$ cat config.mk
export PLATFORM = sky130hd
export DESIGN_NAME = vga_scene_sched
export DESIGN_NICKNAME = d
export VERILOG_FILES = /design/src/rtl/vga_scene_pkg.sv /design/src/rtl/vga_frame_edge.sv /design/src/rtl/vga_scene_sched.sv
export SDC_FILE = /design/constraint.sdc
export NUM_CORES = 1
export LEC_CHECK = 0
export ABC_AREA = 1
export BUFFER_PORTS_ARGS = -buffer_cell sky130_fd_sc_hd__buf_2
export CAP_MARGIN = 0
export CORE_MARGIN = 10
export CORE_UTILIZATION = 41
export CTS_CLUSTER_SIZE = 12
export DETAILED_ROUTE_END_ITERATION = 10
export PLACE_DENSITY_LB_ADDON = 0.25
export SKIP_LAST_GASP = 1
export SYNTH_ARGS = -nofsm -noshare
export SYNTH_HDL_FRONTEND = slang
export SYNTH_SLANG_ARGS = --single-unit
export TNS_END_PERCENT = 50
$ cat constraint.sdc
create_clock -name clk -period 1.39 [get_ports clk]
set_input_delay 0.2085 -clock clk [delete_from_list [all_inputs] [get_ports clk]]
set_output_delay 0.2085 -clock clk [all_outputs]
set_load 0.05 [all_outputs]
$ cat src/rtl/vga_scene_pkg.sv
// Shared types for the VGA scene scheduler: FSM states, the flattened VGA stream
// bundle carried between draw pipelines, and the scene-select width helper.
package vga_scene_pkg;

  typedef enum logic [1:0] {
    SHOW    = 2'd0,
    PENDING = 2'd1,
    BLANK   = 2'd2
  } scene_state_t;

  localparam logic [11:0] BLACK_RGB = 12'h000;

  typedef struct packed {
    logic [10:0] vcount;
    logic        vsync;
    logic        vblnk;
    logic [10:0] hcount;
    logic        hsync;
    logic        hblnk;
    logic [11:0] rgb;
  } vga_sig_t;

  // A single source still needs a 1-bit select so ports never collapse to zero width.
  function automatic int sel_width(input int n);
    return (n <= 2) ? 1 : $clog2(n);
  endfunction

endpackage

$ cat src/rtl/vga_frame_edge.sv
// Frame reference: one-cycle pulse on the rising edge of the reference vblnk.
module vga_frame_edge (
  input  logic clk,
  input  logic rst,
  input  logic vblnk,
  output logic frame_start
);

  logic vblnk_q;

  always_ff @(posedge clk) begin
    if (rst) vblnk_q <= 1'b0;
    else     vblnk_q <= vblnk;
  end

  assign frame_start = vblnk & ~vblnk_q;

endmodule

$ cat src/rtl/vga_scene_sched.sv
// Frame-synchronous scene scheduler: switches the shared VGA stream between
// cycle-aligned draw pipelines only at frame boundaries, with optional black frames.
//
//   state   | meaning
//   --------+------------------------------------------------------------
//   SHOW    | cur_scene drives the output, requests accepted
//   PENDING | new scene latched, old scene finishes its frame
//   BLANK   | new scene timing selected, rgb forced black for whole frames
module vga_scene_sched
  import vga_scene_pkg::*;
#(
  parameter  int N_SRC        = 4,
  parameter  int BLANK_FRAMES = 1,
  parameter  int RESET_SCENE  = 0,
  localparam int SEL_W        = sel_width(N_SRC)
) (
  input  logic                    clk,
  input  logic                    rst,
  input  vga_sig_t [N_SRC-1:0]    src_in,
  output vga_sig_t                vga_out,
  input  logic [SEL_W-1:0]        req_scene,
  input  logic                    req_valid,
  output logic                    req_ready,
  output logic [SEL_W-1:0]        cur_scene,
  output logic                    busy,
  output logic                    req_err
);

  localparam logic [3:0] BLANK_LOAD = (BLANK_FRAMES == 0) ? 4'd0 : 4'(BLANK_FRAMES - 1);
  localparam logic [SEL_W-1:0] RESET_SEL = SEL_W'(RESET_SCENE);

  scene_state_t     state_q, state_d;
  logic [SEL_W-1:0] sel_q, sel_d;
  logic [SEL_W-1:0] cur_q, cur_d;
  logic [SEL_W-1:0] pend_q, pend_d;
  logic [3:0]       cnt_q, cnt_d;
  logic             err_q, err_d;

  logic             frame_start;
  logic             xfer;
  logic             req_oor;
  vga_sig_t         src_sel;

  // All sources share timing, so source 0 is the frame reference.
  vga_frame_edge u_frame_edge (
    .clk         (clk),
    .rst         (rst),
    .vblnk       (src_in[0].vblnk),
    .frame_start (frame_start)
  );

  assign req_ready = !rst && (state_q == SHOW);
  assign xfer      = req_valid && req_ready;
  assign req_oor   = int'(req_scene) >= N_SRC;

  always_comb begin
    state_d = state_q;
    sel_d   = sel_q;
    cur_d   = cur_q;
    pend_d  = pend_q;
    cnt_d   = cnt_q;
    err_d   = 1'b0;
    case (state_q)
      SHOW: begin
        // A frame_start in this cycle is deliberately ignored: the old scene
        // always gets one more full frame after the request is latched.
        if (xfer) begin
          if (req_oor) begin
            err_d = 1'b1;
          end else if (req_scene != cur_q) begin
            pend_d  = req_scene;
            state_d = PENDING;
          end
        end
      end
      PENDING: begin
        if (frame_start) begin
          sel_d = pend_q;
          if (BLANK_FRAMES == 0) begin
            cur_d   = pend_q;
            state_d = SHOW;
          end else begin
            cnt_d   = BLANK_LOAD;
            state_d = BLANK;
          end
        end
      end
      BLANK: begin
        if (frame_start) begin
          if (cnt_q == 4'd0) begin
            cur_d   = pend_q;
            state_d = SHOW;
          end else begin
            cnt_d = cnt_q - 4'd1;
          end
        end
      end
      default: begin
        state_d = SHOW;
      end
    endcase
  end

  always_ff @(posedge clk) begin
    if (rst) begin
      state_q <= SHOW;
      sel_q   <= RESET_SEL;
      cur_q   <= RESET_SEL;
      pend_q  <= RESET_SEL;
      cnt_q   <= 4'd0;
      err_q   <= 1'b0;
    end else begin
      state_q <= state_d;
      sel_q   <= sel_d;
      cur_q   <= cur_d;
      pend_q  <= pend_d;
      cnt_q   <= cnt_d;
      err_q   <= err_d;
    end
  end

  assign src_sel = src_in[sel_q];

  // Timing fields always pass through; only colour is suppressed while blanking.
  always_ff @(posedge clk) begin
    if (rst) begin
      vga_out <= '0;
    end else begin
      vga_out <= src_sel;
      if ((state_q == BLANK) || src_sel.hblnk || src_sel.vblnk)
        vga_out.rgb <= BLACK_RGB;
    end
  end

  assign cur_scene = cur_q;
  assign busy      = (state_q != SHOW);
  assign req_err   = err_q;

endmodule

### After elaboration in Yosys (flattened, before gate mapping)

Index checks and enable logic that the tools add are counted.

* add/subtract/negate cells: 1
* order comparisons: 1
* eq/ne operators: 9
* muxes and demuxes: 12
* bitwise logic cells: 2
* reductions and logical operators: 15

Operator list (number)
* binary-select mux 38 bit (select 2 bit): 1
* 2-to-1 mux 38 bit: 1
* 2-to-1 mux 4 bit: 3
* 2-to-1 mux 2 bit: 5
* inequality test 2 bit, second input constant: 5
* one-hot mux 4 bit (2 select lines): 1
* one-hot mux 2 bit (3 select lines): 1
* AND reduction 3 bit: 2
* AND reduction 5 bit: 1
* logical NOT 4 bit: 1
* AND reduction 4 bit: 1
* nonzero test 2 bit: 2
* subtractor 4 x 1 -> 4 bit, second input constant: 1
* < comparator 2 x 3 -> 1 bit, second input constant: 1
* == test 2 x 1 -> 1 bit, second input constant: 1
* == test 2 bit, second input constant: 1
* logical AND 1 bit: 2
* logical NOT 2 bit: 1
* logical OR 1 bit: 2
* inequality test 2 x 1 -> 1 bit, second input constant: 1
* inequality test 2 bit: 1
* AND reduction 2 bit: 1
* OR reduction 2 bit: 1
* bitwise AND 1 bit: 1
* other kinds (2): 2

* bits in registers: 51
* input bits: 157
* output and inout bits: 43
* word-level logic and storage cells: 53

### Longest topological paths before layout

* word-level depth: 5
* depth in mapped cells: 8
* gate-level depth less buffers: 8

### By module

A second synthesis with hierarchy kept.

* cell total of the unflattened synthesis: 427
* area total of the unflattened synthesis: 2712.6 sq um

Modules (own cells, without submodules)
* vga_scene_sched: times used 1, cells each 423, area each 2681.3 sq um, sequential area each 1001.0 sq um
* vga_frame_edge: times used 1, cells each 4, area each 31.3 sq um, sequential area each 20.0 sq um

### Worst setup path before layout

OpenSTA, ideal clock, no wires.

* path type: register -> output
* start: register state_q[0]
* end: output port req_ready
* arrival: 1.463 ns
* required time: 1.182 ns
* path slack: -0.281 ns
* stages on the path, launching flop included: 4
* path buffers: 0
* path through: dfxtp_1 > inv_1 > nand2_1 > nor2_1

* longest elaborated chain between the ends: 2

RTL lines
* from (decl): RTL line vga_scene_sched.sv:32 `scene_state_t state_q, state_d;`
* from (signal assigned): RTL line vga_scene_sched.sv:113 `state_q <= state_d;`
* logical NOT 2 bit: RTL line vga_scene_sched.sv:52 `assign req_ready = !rst && (state_q == SHOW);`
* logical AND 1 bit: RTL line vga_scene_sched.sv:52
* to (decl): RTL line vga_scene_sched.sv:23 `output logic req_ready,`

Every way passes these cells.

### Worst setup path after layout

* start: register sel_q[0]
* end: register vga_out[9] (netlist bit)

* longest elaborated chain between the ends: 5

RTL lines
* from (decl): RTL line vga_scene_sched.sv:33 `logic [SEL_W-1:0] sel_q, sel_d;`
* from (signal assigned): RTL line vga_scene_sched.sv:114 `sel_q <= sel_d;`
* binary-select mux 38 bit (select 2 bit) (*): RTL line vga_scene_sched.sv:122 `assign src_sel = src_in[sel_q];`
* 2-to-1 mux 38 bit (not written as such) (*): RTL line vga_scene_sched.sv:122
* logical OR 1 bit (2 in a row): RTL line vga_scene_sched.sv:130 `if ((state_q == BLANK) || src_sel.hblnk || src_sel.vblnk)`
* OR reduction 2 bit (no line)
* to (signal assigned): RTL line vga_scene_sched.sv:129 `vga_out <= src_sel;`
* to (decl): RTL line vga_scene_sched.sv:20 `output vga_sig_t vga_out,`

Mark *: on every way between the ends. The rest lies on a longest branch, timed or not. The select of a mux whose other input is x is not followed.
A chain may end at the register's enable or synchronous reset.

==> metrics.txt <==
status complete, no violations; Post-DP Area 3760 µm²; final wirelength 11.0 mm; drt drc 0; Clock Power Share 26.6%; Cell Area, Synth 2730 µm²; Setup crit end kind flop; clk_lat worst skew 0.30 ns; Site Rows 29; reg-to-reg slack, setup 0.02 ns; Diodes inserted 0; share of power burned in registers 44.5%; Fin Clk Skew 0.0106 ns; CTS tree yes; Yosys top cell area share 37.5%; RSZ-0062 raised after global routing true; Mapped Nets 580; post-synthesis register bit count 51; worst hold path endpoint vga_out[24]$_SDFF_PP0_; ys async rst share 0%; Pre-Repair DR Iteration Count 5; share of layout cells above drive strength 1 39.2%; wire per inst 16.0 µm; # IOs 200; vias in the first global route 3,416; minimum clock period 1.37 ns; Req. time, crit path 1.63 ns; reg2reg end vga_out[9]$_SDFF_PP0_; critical path class flop to flop; Peak VDD IR 0.000650 V; crit path DAT 1.61 ns; Synth-to-Final Area Change 43.0%; PwrDens 910 nW/µm²; Synth Flop Type dfxtp_1; Synth Instances 422; TritonCTS buffer count 5; dpl cells 680; Comb pwr share 29.0%; H-tree depth 2; largest area contributor in the netlist dfxtp_1; routed vias/inst 5.08; clock root buffer clkbuf_8; Seq/Total Area, Yosys 37.5%; Die W 102 µm; CP startpoint kind flop; hold depth 3; Final Max Slew Viols 0; P_sw 1.18 mW; PortBufs 198; Leakage 2.03 nW; Setup TNS 0 ns; library cells used by synthesis 26; clock buffer depth 2; via count 3,503; die area 10,300 µm²; reg2reg path depth 5; Core Area 6390 µm²; synth top area cells dfxtp_1, nor2_1, o21ai_0; Ys Warns 0; Final Net Count 769; Final ANT Viol Nets 0; clock slew seen by the registers of the worst setup and hold paths 0.09 ns; Final Hold Fails 0; Avg Cell Area, Syn 6.46 µm²; Initial Util 42.7%; DR iter-0 viols 181; CP Max Fanout 34; design area 3900 µm²; Sw Ratio 33.3%; Pint 2.37 mW; FMAX 729 MHz; Commonest cells post-synth nor2_1, o21ai_0, dfxtp_1; fin crit share 98.7%; initial antenna violation count 0; Post-synth EDFFs 0; clock tree sinks 51; min-delay worst type input pin to flop; die height 102 µm; post-DP HPWL 8.65 mm; setup violators final 0; global-route wire length before repair 16.3 mm; pin count of the biggest net entering global routing 39; worst hold start src_in[138]; count leader, synth nor2_1; GPL Wtd Cong 0.893; max-cap violations 0; Remaining Overflow, GRT 0; non-filler instance count after layout 689; Total Routing Usage GR 19.4%; Tot Pwr 3.55 mW; RR Startpoint sel_q[0]$_SDFFE_PP0P_
-- routing by layer --
metal / vias to the layer above / track usage (%) / wire, µm
met5: - / 0 / 0
met4: 0 / 7.29 / 216
met3: 20 / 7.15 / 1250
met2: 184 / 33.6 / 5390
met1: 1547 / 21.0 / 4160
li1: 1752 / - / -
-- logic make-up after synthesis --
| family | count (synthesis) | share of synthesized area, % |
|---|---|---|
| adder cells (fa/ha/maj) | 1 | 0.459 |
| XOR/XNOR | 2 | 0.643 |
| buffers and inverters | 55 | 9.23 |
| AO/OA/AOI/OAI | 127 | 24.2 |
| flip-flops | 51 | 37.5 |
| AND/OR/NAND/NOR | 185 | 27.9 |
| other | 1 | 0.138 |
-- cell type report --
class | count | area, µm²
clock buffers | 8 | 100
repair buffers | 211 | 1100
flip-flops and latches | 51 | 1020
fillers | 598 | 2490
inverters | 25 | 93.8
well taps | 77 | 96.3
multi-input cells | 317 | 1480
-- stage by stage --
| stage | hold WS (ns) | util [%] | worst slack [ns] |
|---|---|---|---|
| after floorplan | 0.334 | - | 0.0252 |
| after global placement | 0.471 | 58.9 | 0.118 |
| after detailed placement | 0.477 | 58.9 | 0.0465 |
| after CTS | 0.152 | 60.5 | -0.0292 |
| after global routing | 0.163 | 61.0 | -0.0517 |
| final | 0.161 | 61.0 | 0.0186 |
-- flip-flops by register name (all words and copies together) (netlist names) --
name,flops
vga_out,38
u_frame_edge.vblnk_q,1
pend_q,2
cur_scene,2
cnt_q,4
sel_q,2
state_q,2
-- how the worst max path moves through the flow --
stage                            startpoint                     end  cells after the start
floorplan           state_q[0]$_SDFFE_PP0P_  pend_q[0]$_SDFFE_PP0P_                      6
global placement      sel_q[0]$_SDFFE_PP0P_   vga_out[5]$_SDFF_PP0_                      6
detailed placement    cnt_q[0]$_SDFFE_PP0P_   cnt_q[1]$_SDFFE_PP0P_                      7
CTS                 state_q[1]$_SDFFE_PP0P_                    busy                      3
global route          sel_q[0]$_SDFFE_PP0P_   vga_out[8]$_SDFF_PP0_                      6
finish                sel_q[0]$_SDFFE_PP0P_   vga_out[9]$_SDFF_PP0_                      5
-- critical path, cell delays in order (launching register included) --
cell and delay (ns):
dfxtp_2 0.42, buf_4 0.34, o21ai_0 0.15, o22ai_1 0.20, inv_1 0.08, nor2_2 0.09
-- cell usage in the layout (no fill, tap or decap), types with 8 or more instances in the layout --
master,Yosys,final
a21oi_1,31,31
inv_1,23,23
dfxtp_1,51,50
nor2_2,10,10
o21ai_0,71,71
nand2_1,21,19
nand3_1,8,8
o21ai_1,9,9
buf_4,5,12
o22ai_1,12,12
buf_2,9,196
nor2_1,141,140
-- repair_timing --
item	in CTS	in global routing
gates cloned	0	1
hold endpoints to repair	0	0
hold buffers	0	0
endpoints found under the setup margin	2	31
buffers inserted	0	0
gates resized for setup	1	8
pin swaps	0	1
-- power groups by stage --
stage	combinational [mW]	clock (mW)	sequential (mW)
floorplan	0.367	0	1.88
global placement	0.996	0	1.61
detailed placement	1.01	0	1.61
CTS	1.02	0.976	1.58
global route	1.12	1.03	1.59
finish	1.03	0.943	1.58
(Power assumes the default switching activity.)
